<file path="src/rtl/ext_irq_ctrl_pkg.sv">
// Shared definitions for the external interrupt controller: register map,
// default bus window and register reset values.
package ext_irq_ctrl_pkg;

  localparam logic [7:0] ADDR_HI_DEFAULT = 8'h04;

  // Word offsets, taken from iomem_addr[7:2]
  typedef enum logic [5:0] {
    REG_ENABLE   = 6'h00,
    REG_PENDING  = 6'h01,
    REG_POLARITY = 6'h02,
    REG_MODE     = 6'h03,
    REG_RAW      = 6'h04
  } reg_off_e;

  localparam logic [7:0] RST_ENABLE   = '0;
  localparam logic [7:0] RST_PENDING  = '0;
  localparam logic [7:0] RST_POLARITY = '1;
  localparam logic [7:0] RST_MODE     = '1;

endpackage

</file>
<file path="src/rtl/irq_debounce.sv">
// Two-flop synchroniser followed by a stability counter; stable_o changes only
// after the synchronised input has disagreed with it for DEBOUNCE cycles.
module irq_debounce
  import ext_irq_ctrl_pkg::*;
#(
  parameter int unsigned DEBOUNCE = 16
) (
  input  logic clk,
  input  logic resetn,
  input  logic pin_i,
  output logic stable_o
);

  localparam int unsigned CW = (DEBOUNCE > 1) ? $clog2(DEBOUNCE) : 1;
  localparam logic [CW-1:0] LAST = CW'(DEBOUNCE - 1);

  logic          sync1_q, sync2_q;
  logic          stable_q, stable_d;
  logic [CW-1:0] cnt_q, cnt_d;

  always_comb begin
    stable_d = stable_q;
    cnt_d    = '0;
    if (sync2_q != stable_q) begin
      if (cnt_q == LAST) begin
        stable_d = sync2_q;
      end else begin
        cnt_d = cnt_q + 1'b1;
      end
    end
  end

  always_ff @(posedge clk or negedge resetn) begin
    if (!resetn) begin
      sync1_q  <= 1'b0;
      sync2_q  <= 1'b0;
      stable_q <= 1'b0;
      cnt_q    <= '0;
    end else begin
      sync1_q  <= pin_i;
      sync2_q  <= sync1_q;
      stable_q <= stable_d;
      cnt_q    <= cnt_d;
    end
  end

  assign stable_o = stable_q;

endmodule

</file>
<file path="src/rtl/ext_irq_ctrl.sv">
// Memory-mapped external interrupt controller: debounced switch inputs, edge or
// level detection, W1C pending latch, enable mask and registered IRQ outputs.
module ext_irq_ctrl
  import ext_irq_ctrl_pkg::*;
#(
  parameter int unsigned N_IRQ    = 3,
  parameter int unsigned DEBOUNCE = 16,
  parameter logic [7:0]  ADDR_HI  = ADDR_HI_DEFAULT
) (
  input  logic             clk,
  input  logic             resetn,
  input  logic [N_IRQ-1:0] irq_in,
  input  logic             iomem_valid,
  output logic             iomem_ready,
  input  logic [3:0]       iomem_wstrb,
  input  logic [31:0]      iomem_addr,
  input  logic [31:0]      iomem_wdata,
  output logic [31:0]      iomem_rdata,
  output logic [N_IRQ-1:0] irq_out
);

  logic [N_IRQ-1:0] stable;
  logic [N_IRQ-1:0] active;
  logic [N_IRQ-1:0] enable_q, enable_d;
  logic [N_IRQ-1:0] pending_q, pending_d;
  logic [N_IRQ-1:0] polarity_q, polarity_d;
  logic [N_IRQ-1:0] mode_q, mode_d;
  logic [N_IRQ-1:0] act_prev_q;
  logic [N_IRQ-1:0] irq_q;
  logic [N_IRQ-1:0] w1c;
  logic             ready_q;
  logic [31:0]      rdata_q, rdata_d, rd;
  logic             sel, wr;
  reg_off_e         off;
  logic             unused_bus_bits;

  for (genvar g = 0; g < N_IRQ; g++) begin : g_db
    irq_debounce #(.DEBOUNCE(DEBOUNCE)) u_db (
      .clk     (clk),
      .resetn  (resetn),
      .pin_i   (irq_in[g]),
      .stable_o(stable[g])
    );
  end

  assign active = ~(stable ^ polarity_q);
  assign sel    = iomem_valid && !ready_q && (iomem_addr[31:24] == ADDR_HI);
  assign wr     = sel && iomem_wstrb[0];
  assign off    = reg_off_e'(iomem_addr[7:2]);

  assign unused_bus_bits = ^{iomem_addr[23:8], iomem_addr[1:0],
                             iomem_wdata[31:N_IRQ], iomem_wstrb[3:1]};

  always_comb begin
    enable_d   = enable_q;
    polarity_d = polarity_q;
    mode_d     = mode_q;
    w1c        = '0;
    rd         = '0;
    case (off)
      REG_ENABLE: begin
        rd[N_IRQ-1:0] = enable_q;
        if (wr) enable_d = iomem_wdata[N_IRQ-1:0];
      end
      REG_PENDING: begin
        rd[N_IRQ-1:0] = pending_q;
        if (wr) w1c = iomem_wdata[N_IRQ-1:0];
      end
      REG_POLARITY: begin
        rd[N_IRQ-1:0] = polarity_q;
        if (wr) polarity_d = iomem_wdata[N_IRQ-1:0];
      end
      REG_MODE: begin
        rd[N_IRQ-1:0] = mode_q;
        if (wr) mode_d = iomem_wdata[N_IRQ-1:0];
      end
      REG_RAW: rd[N_IRQ-1:0] = stable;
      default: ;
    endcase
    // Edge bits: a new rising edge overrides a same-cycle W1C. Level bits track active.
    pending_d = (mode_q & ((pending_q & ~w1c) | (active & ~act_prev_q)))
              | (~mode_q & active);
    rdata_d   = sel ? rd : '0;
  end

  always_ff @(posedge clk or negedge resetn) begin
    if (!resetn) begin
      enable_q   <= RST_ENABLE[N_IRQ-1:0];
      pending_q  <= RST_PENDING[N_IRQ-1:0];
      polarity_q <= RST_POLARITY[N_IRQ-1:0];
      mode_q     <= RST_MODE[N_IRQ-1:0];
      act_prev_q <= '0;
      irq_q      <= '0;
      ready_q    <= 1'b0;
      rdata_q    <= '0;
    end else begin
      enable_q   <= enable_d;
      pending_q  <= pending_d;
      polarity_q <= polarity_d;
      mode_q     <= mode_d;
      act_prev_q <= active;
      irq_q      <= pending_q & enable_q;
      ready_q    <= sel;
      rdata_q    <= rdata_d;
    end
  end

  assign iomem_ready = ready_q;
  assign iomem_rdata = rdata_q;
  assign irq_out     = irq_q;

endmodule

</file>
<file path="config.mk">
export PLATFORM = sky130hd
export DESIGN_NAME = ext_irq_ctrl
export DESIGN_NICKNAME = d
export VERILOG_FILES = /design/src/rtl/ext_irq_ctrl_pkg.sv /design/src/rtl/irq_debounce.sv /design/src/rtl/ext_irq_ctrl.sv
export SDC_FILE = /design/constraint.sdc
export NUM_CORES = 1
export LEC_CHECK = 0
export BUFFER_PORTS_ARGS = -buffer_cell sky130_fd_sc_hd__buf_2
export CAP_MARGIN = 10
export CORE_ASPECT_RATIO = 2
export CORE_MARGIN = 8
export CORE_UTILIZATION = 45
export DETAILED_ROUTE_END_ITERATION = 10
export GPL_TIMING_DRIVEN = 0
export PLACE_DENSITY_LB_ADDON = 0.3
export SLEW_MARGIN = 20
export SYNTH_ARGS = -nofsm -noshare
export SYNTH_HDL_FRONTEND = slang
export SYNTH_SLANG_ARGS = --single-unit
</file>
<file path="constraint.sdc">
create_clock -name clk -period 2.2 [get_ports clk]
set_input_delay 0.22 -clock clk [delete_from_list [all_inputs] [get_ports clk]]
set_output_delay 0.22 -clock clk [all_outputs]
set_load 0.02 [all_outputs]
</file>
==> metrics.md, run 1 <==
| Metric | Value |
|---|---|
| Syn Area/Cell | `12.4 um^2` |
| Hold WC Path Type | `input pin to register` |
| Min Tclk post-route | `1.79 ns` |
| Dpl cells | `278` |
| Endpoint, Worst Hold | `g_db[0].u_db.sync1_q` |
| DRT iter0 DRCs | `37` |
| CTS Buffer Depth | `2` |
| Cells after synthesis | `167` |
| Hold Slack | `0.0323 ns` |
| Crit start category | `register` |
| DP HPWL | `2810 um` |
| Routed met1 length | `1490 um` |
| Fraction of layout cells with a size suffix above 1 | `39.8%` |
| Peak VDD IR | `0.918 mV` |
| Total Power | `1.63 mW` |
| Post-CTS Setup Bufs | `0` |
| Global Route Usage Sum | `10.7%` |
| Hold Crit Depth | `1` |
| Top_reg_cell synth | `dfrtp_1` |
| Worst EP required | `2.41 ns` |
| Buf/Inv on CP | `0` |
| Grt total ovfl | `0` |
| Cell Chain, Critical Path | `nor4b_4, nand4_4, nor3b_2, mux2_2` |
| Setup Crit Path Kind | `register to register` |
| Post-layout util | `55.5%` |
| Post-CTS sizing | `0` |
| Number of synthesized flops with an enable pin | `0` |
| Worst path max stage delay | `0.41 ns` |
| Fin. Hold Viols | `0` |
| Initial antenna violation count | `0` |
| Post-CTS Hold Fix Bufs | `0` |
| Async SR Flop Fraction | `100%` |
| Via count | `1289` |
| Largest net degree at the start of global routing | `44` |
| Rel. slew slack | `39.3%` |
| H-tree depth | `2` |
| Met2 wire len | `1810 um` |
| FF-to-FF setup slack | `0.41 ns` |
| Pwr per Cell Area | `649 mW/mm^2` |
| Number of global-route vias before repair | `1306` |
| Final wirelength | `3620 um` |
| Yosys reg bits | `43` |
| Setup TNS | `0 ns` |
| Crit path setup slack, layout | `0.410 ns` |
| Top Layer Used | `met4` |
| DRC viols | `0` |
| R2r endpoint | `polarity_q[2]` |
| Worst slew pin tran | `0.911 ns` |
| Max_cap viols | `0` |
| Routed Antenna Nets | `0` |
| Pre-CTS setup slack | `0.384 ns` |
| Fmax achieved | `0.559 GHz` |
| Status | `completed` |
| Sequential-to-total area share from yosys stat | `52.3%` |
| Period utilization | `81.4%` |
| N_diodes | `0` |
| Reg clk slew, reported paths | `0.08 ns` |
| Pre-Repair DR Iteration Count | `3` |
| CP Capture Type | `register` |
| Non-Filler Instances | `286` |
| Layout Skew | `0.00961 ns` |
| IO Pins | `110` |
| RSZ-0062 raised after global routing | `no` |
| Initial Util | `45.9%` |
| Leakage | `1.24 nW` |
| Cell area after synthesis | `0.00207 mm^2` |
| Clock Sinks | `43` |
| Final Instance Area | `0.00250 mm^2` |
| Cell variety after synth | `32` |
| # setup viols final | `0` |
| Post-DP Area | `0.00239 mm^2` |
| Layout Nets | `307` |
| First-pass GRT wire length | `6200 um` |
| Root Buffer | `clkbuf_8` |
| R2r startpoint | `iomem_ready` |
| R2R depth | `4` |
| Die width | `64.0 um` |
| Port Buffer Count | `28` |
| Clock Latency Late Sink | `0.29 ns` |
| Crit-path slowest cell | `dfrtp_1` |
| WP data arrival | `2.00 ns` |
| Vias/cell | `4.51` |
| Total CTS buffers | `5` |
| Critical Path Fanout Max | `6` |
| WL met3 | `257 um` |
| CTS tree | `done` |
| Core area | `0.00451 mm^2` |
| Cell family with most CP delay | `simple AND/OR/NAND/NOR gates` |
| Area grow syn2layout | `20.8%` |
| Slew Viols, Final | `0` |
| Hold wc startpoint | `irq_in[0]` |
| Synth warn | `0` |
| Routability Congestion | `0.795` |
| DIE AREA | `0.00716 mm^2` |
| DIE HEIGHT | `112 um` |
| Num rows | `35` |
| Avg WL per Cell | `12.7 um` |
-- cell usage after synthesis (all sizes together), types with 3 or more instances --
master  count  share of area [%]
a21oi       4               0.97
a22oi       3                1.1
and2        3               0.91
buf        29                 11
dfrtp      37                 45
dfstp       6                7.6
ha          3                1.8
inv         3               0.54
mux2       12                7.1
mux4        3                3.3
nand2      13                2.4
nand3       4               0.97
nor2        9                1.6
nor2b       4                1.2
nor3b       4                1.7
o211ai      3                1.1
xnor2       9                3.8
-- registers in the layout (all words and copies together), names as in the netlist --
| name | count |
|---|---|
| g_db.u_db.cnt_q | 12 |
| act_prev_q | 3 |
| enable_q | 3 |
| g_db.u_db.stable_o | 3 |
| g_db.u_db.sync1_q | 3 |
| g_db.u_db.sync2_q | 3 |
| iomem_rdata | 3 |
| irq_out | 3 |
| mode_q | 3 |
| pending_q | 3 |
| polarity_q | 3 |
| iomem_ready | 1 |
-- layout by cell type (no fill, tap or decap), types with 4 or more instances in the layout --
cell,synthesis,layout
conb_1,1,29
nor2_1,9,9
clkbuf_8,0,6
nor2b_1,4,4
nand3_1,4,4
xnor2_1,9,9
buf_2,0,28
dfstp_2,6,6
buf_4,29,29
mux2_2,9,9
a21oi_1,4,4
dfrtp_1,37,37
nand2_1,13,13
-- power by group --
part	internal, mW	leakage [nW]	switching (mW)	total [mW]
clock	0.367	0.0612	0.250	0.617
sequential	0.810	0.526	0.0159	0.826
combinational	0.0783	0.653	0.104	0.183
-- logic make-up (layout without fill, tap and decap cells) --
| group | after synthesis | in the layout | synth area share (%) |
|---|---|---|---|
| fa+ha+maj | 3 | 3 | 1.81 |
| buf+inv | 34 | 70 | 11.4 |
| xor+xnor | 9 | 9 | 3.80 |
| mux | 15 | 15 | 10.3 |
| simple gates | 46 | 46 | 15.0 |
| other cells | 1 | 29 | 0.181 |
| compound gates | 16 | 16 | 5.13 |
| flops | 43 | 43 | 52.3 |
-- how the worst max path moves through the flow --
stage / start / endpoint / slack [ns] / cells after the start
CTS: iomem_ready / polarity_q[2] / 0.39 / 4
global placement: iomem_addr[5] / enable_q[2] / 0.40 / 5
global route: iomem_ready / polarity_q[2] / 0.35 / 4
floorplan: iomem_ready / enable_q[0] / 0.42 / 4
detailed placement: iomem_addr[5] / enable_q[2] / 0.38 / 5
finish: iomem_ready / polarity_q[2] / 0.41 / 4
-- routing by layer --
layer | vias to the layer above | track usage, %
li1 | 642 | -
met4 | 0 | 5.10
met3 | 7 | 4.72
met2 | 35 | 16.7
met5 | - | 0
met1 | 605 | 12.0
-- cell type report --
| class | instances | area (um^2) |
|---|---|---|
| Buffer | 31 | 225 |
| Clock buffer | 6 | 82.6 |
| Clock inverter | 2 | 35.0 |
| Fill cell | 395 | 2010 |
| Inverter | 3 | 11.3 |
| Multi-Input combinational cell | 118 | 857 |
| Sequential cell | 43 | 1080 |
| Tap cell | 55 | 68.8 |
| Timing Repair Buffer | 28 | 140 |
Note: power is estimated with default switching activity, not from simulation.
==> run 2, diff against run 1 <==
--- a/config.mk
+++ b/config.mk
@@ -5,11 +5,12 @@
 export SDC_FILE = /design/constraint.sdc
 export NUM_CORES = 1
 export LEC_CHECK = 0
+export ABC_AREA = 1
 export BUFFER_PORTS_ARGS = -buffer_cell sky130_fd_sc_hd__buf_2
 export CAP_MARGIN = 10
 export CORE_ASPECT_RATIO = 2
 export CORE_MARGIN = 8
-export CORE_UTILIZATION = 45
+export CORE_UTILIZATION = 41
 export DETAILED_ROUTE_END_ITERATION = 10
 export GPL_TIMING_DRIVEN = 0
 export PLACE_DENSITY_LB_ADDON = 0.3
==> constraint.sdc (replaced) <==
create_clock -name clk -period 1.46 [get_ports clk]
set_input_delay 0.146 -clock clk [delete_from_list [all_inputs] [get_ports clk]]
set_output_delay 0.146 -clock clk [all_outputs]
set_load 0.02 [all_outputs]
==> metrics.md, run 2 <==
| Metric | Value |
|---|---|
| DP HPWL | `3250 um (was 2810 um)` |
| Core area | `0.00533 mm^2 (was 0.00451 mm^2)` |
| Critical Path Fanout Max | `10 (was 6)` |
| Cell Chain, Critical Path | `nor2_1, nand3_1, nor2_4, buf_4, nand4_1, nand2_1 (was nor4b_4, nand4_4, nor3b_2, mux2_2)` |
| Setup TNS | `0 ns (unchanged)` |
| Largest net degree at the start of global routing | `44 (unchanged)` |
| Cell variety after synth | `21 (was 32)` |
| Max_cap viols | `0 (unchanged)` |
| Period utilization | `87.6% (was 81.4%)` |
| Top cells by area, synth | `dfrtp_1, buf_4, nand2_1, dfstp_2, nor2_1 (was dfrtp_1, buf_4, dfstp_2, mux2_2, xnor2_1)` |
| Synth warn | `0 (unchanged)` |
| Worst EP required | `1.69 ns (was 2.41 ns)` |
| Most frequent cells in the layout | `nand2_1, dfrtp_1, buf_4, buf_2, conb_1 (was dfrtp_1, buf_4, conb_1, buf_2, nand2_1)` |
| CP Capture Type | `register (unchanged)` |
| Num rows | `38 (was 35)` |
| N_diodes | `0 (unchanged)` |
| Commonest cells post-synth | `nand2_1, dfrtp_1, buf_4 (was dfrtp_1, buf_4, nand2_1)` |
| CTS tree | `done (unchanged)` |
| Syn Area/Cell | `9.14 um^2 (was 12.4 um^2)` |
| Layout fillers | `515 (was 395)` |
| Crit start category | `register (unchanged)` |
| Initial Util | `41.5% (was 45.9%)` |
| Async SR Flop Fraction | `100% (unchanged)` |
| IO Pins | `110 (unchanged)` |
| Min Tclk post-route | `1.28 ns (was 1.79 ns)` |
| Pre-Repair DR Iteration Count | `4 (was 3)` |
| Avg WL per Cell | `11.4 um (was 12.7 um)` |
| Top_reg_cell synth | `dfrtp_1 (unchanged)` |
| Die width | `67.9 um (was 64.0 um)` |
| Status | `finished with violations (was completed)` |
| Initial antenna violation count | `0 (unchanged)` |
| Setup Crit Path Kind | `register to register (unchanged)` |
| Clock Latency Late Sink | `0.29 ns (about the same)` |
| Max reg flops | `12 (unchanged)` |
| Cell area after synthesis | `0.00221 mm^2 (was 0.00207 mm^2)` |
| Leakage | `1.48 nW (was 1.24 nW)` |
| DRT iter0 DRCs | `59 (was 37)` |
| Dpl cells | `360 (was 278)` |
| Layout Skew | `0.00382 ns (was 0.00961 ns)` |
| Via count | `1661 (was 1289)` |
| Largest Register | `g_db.u_db.cnt_q (unchanged)` |
| Root Buffer | `clkbuf_8 (unchanged)` |
| WP data arrival | `1.51 ns (was 2.00 ns)` |
| Final wirelength | `4240 um (was 3620 um)` |
| Largest area contributor in the netlist | `dfrtp_1 (unchanged)` |
| H-tree depth | `2 (unchanged)` |
| Fin. Hold Viols | `37 (was 0)` |
| Layout Nets | `387 (was 307)` |
| Post-CTS sizing | `0 (unchanged)` |
| # setup viols final | `0 (unchanged)` |
| Sequential-to-total area share from yosys stat | `49.0% (was 52.3%)` |
| Share of the synthesized area in the top cell type | `41.9% (was 44.7%)` |
| Worst path max stage delay | `0.38 ns (was 0.41 ns)` |
| First-pass GRT wire length | `7170 um (was 6200 um)` |
| Post-layout util | `49.9% (was 55.5%)` |
| Number of global-route vias before repair | `1642 (was 1306)` |
| Routability Congestion | `0.846 (was 0.795)` |
| Hold Slack | `-0.0132 ns (was 0.0323 ns)` |
| Pwr per Cell Area | `851 mW/mm^2 (was 649 mW/mm^2)` |
| RSZ-0062 raised after global routing | `no (unchanged)` |
| Slew Viols, Final | `0 (unchanged)` |
| DIE HEIGHT | `120 um (was 112 um)` |
| CTS Buffer Depth | `2 (unchanged)` |
| Global Route Usage Sum | `11.0% (was 10.7%)` |
| Worst slew pin tran | `0.920 ns (was 0.911 ns)` |
| Fraction of layout cells with a size suffix above 1 | `28.6% (was 39.8%)` |
| Yosys reg bits | `43 (unchanged)` |
| Routed Antenna Nets | `0 (unchanged)` |
| Number of synthesized flops with an enable pin | `0 (unchanged)` |
| Crit-path slowest cell | `dfrtp_1 (unchanged)` |
| Violated checks | `hold timing` |
| Peak VDD IR | `0.698 mV (was 0.918 mV)` |
| Rel. slew slack | `38.7% (was 39.3%)` |
| Total Power | `2.26 mW (was 1.63 mW)` |
| Commonest non-fill, non-tap cell in the layout | `nand2_1 (was dfrtp_1)` |
| Port Buffer Count | `30 (was 28)` |
| Grt total ovfl | `0 (unchanged)` |
| Fmax achieved | `0.782 GHz (was 0.559 GHz)` |
| Non-Filler Instances | `371 (was 286)` |
| Vias/cell | `4.48 (was 4.51)` |
| Top-count cell post-synth | `nand2_1 (was dfrtp_1)` |
| Total CTS buffers | `5 (unchanged)` |
| Hold WC Path Type | `input pin to async pin (was input pin to register)` |
| Clock Sinks | `43 (unchanged)` |
| Area grow syn2layout | `20.1% (was 20.8%)` |
| DIE AREA | `0.00814 mm^2 (was 0.00716 mm^2)` |
| Cells after synthesis | `242 (was 167)` |
| Reg clk slew, reported paths | `0.08 ns (about the same)` |
| DRC viols | `0 (unchanged)` |
[run 2: cells by family (layout without fill, tap and decap cells)]
logic type / count (synthesis) / in the layout / synth area share [%]
fa+ha+maj: 3 / 3 / 1.70
buf+inv: 53 / 94 / 14.1
flops: 43 / 43 / 49.0
simple gates: 129 / 129 / 29.5
mux: 3 / 3 / 1.53
other cells: 1 / 29 / 0.170
xor+xnor: 10 / 10 / 3.96
[run 2: power by group]
part | switching (mW) | leakage, nW | internal, mW
Sequential | 0.0183 | 0.526 | 1.22
Combinational | 0.185 | 0.916 | 0.114
Clock | 0.390 | 0.0412 | 0.334
Total | 0.593 | 1.48 | 1.67
[run 2: area by class of cell]
type / instances / area, um^2 / area share [%]
repair buffers: 33 / 180 / 6.78
clock inverters: 2 / 12.5 / 0.471
multi-input cells: 174 / 921 / 34.7
clock buffers: 6 / 72.6 / 2.73
inverters: 22 / 82.6 / 3.11
flip-flops and latches: 43 / 1080 / 40.8
well taps: 60 / 75.1 / 2.83
plain buffers: 31 / 229 / 8.62
[run 2: metrics by stage]
| stage | area (um^2) | setup WS (ns) |
|---|---|---|
| finish | 2660 | 0.181 |
| global route | 2660 | 0.0463 |
| CTS | 2660 | 0.184 |
| detailed placement | 2540 | 0.194 |
| global placement | 2540 | 0.235 |
| floorplan | 2320 | 0.260 |
[run 2: path summary, 6_finish.rpt]
| check | startpoint | to | slack (ns) | depth (start not counted) |
|---|---|---|---|---|
| setup reg to reg | iomem_ready | mode_q[0] | 0.18 | 6 |
| setup / recovery | iomem_ready | mode_q[0] | 0.18 | 6 |
| min in group clk | iomem_wdata[1] | mode_q[1] | 0.11 | 3 |
| hold reg to reg | g_db[1].u_db.sync1_q | g_db[1].u_db.sync2_q | 0.36 | 0 |
| hold / removal | resetn | iomem_ready | -0.01 | 1 |
| max in group asynchronous | resetn | g_db[1].u_db.cnt_q[3] | 0.91 | 1 |
[run 2: what timing repair did]
item,CTS,global route
hold buffers,3,0
setup buffers,0,0
hold endpoints to repair,3,0
endpoints found under the setup margin,0,0
[run 2: metal layers]
layer	global-route usage [%]	share of wire, %
met5	0	0
met4	3.87	0.97
met3	2.99	8.4
met2	18.6	51
met1	12.6	39
[run 2: critical path: cells and delay by family, from the launching register on]
kind	cells	cell delay, ns
AND/OR/NAND/NOR	5	0.62
flip-flops	1	0.38
buffers and inverters	1	0.22
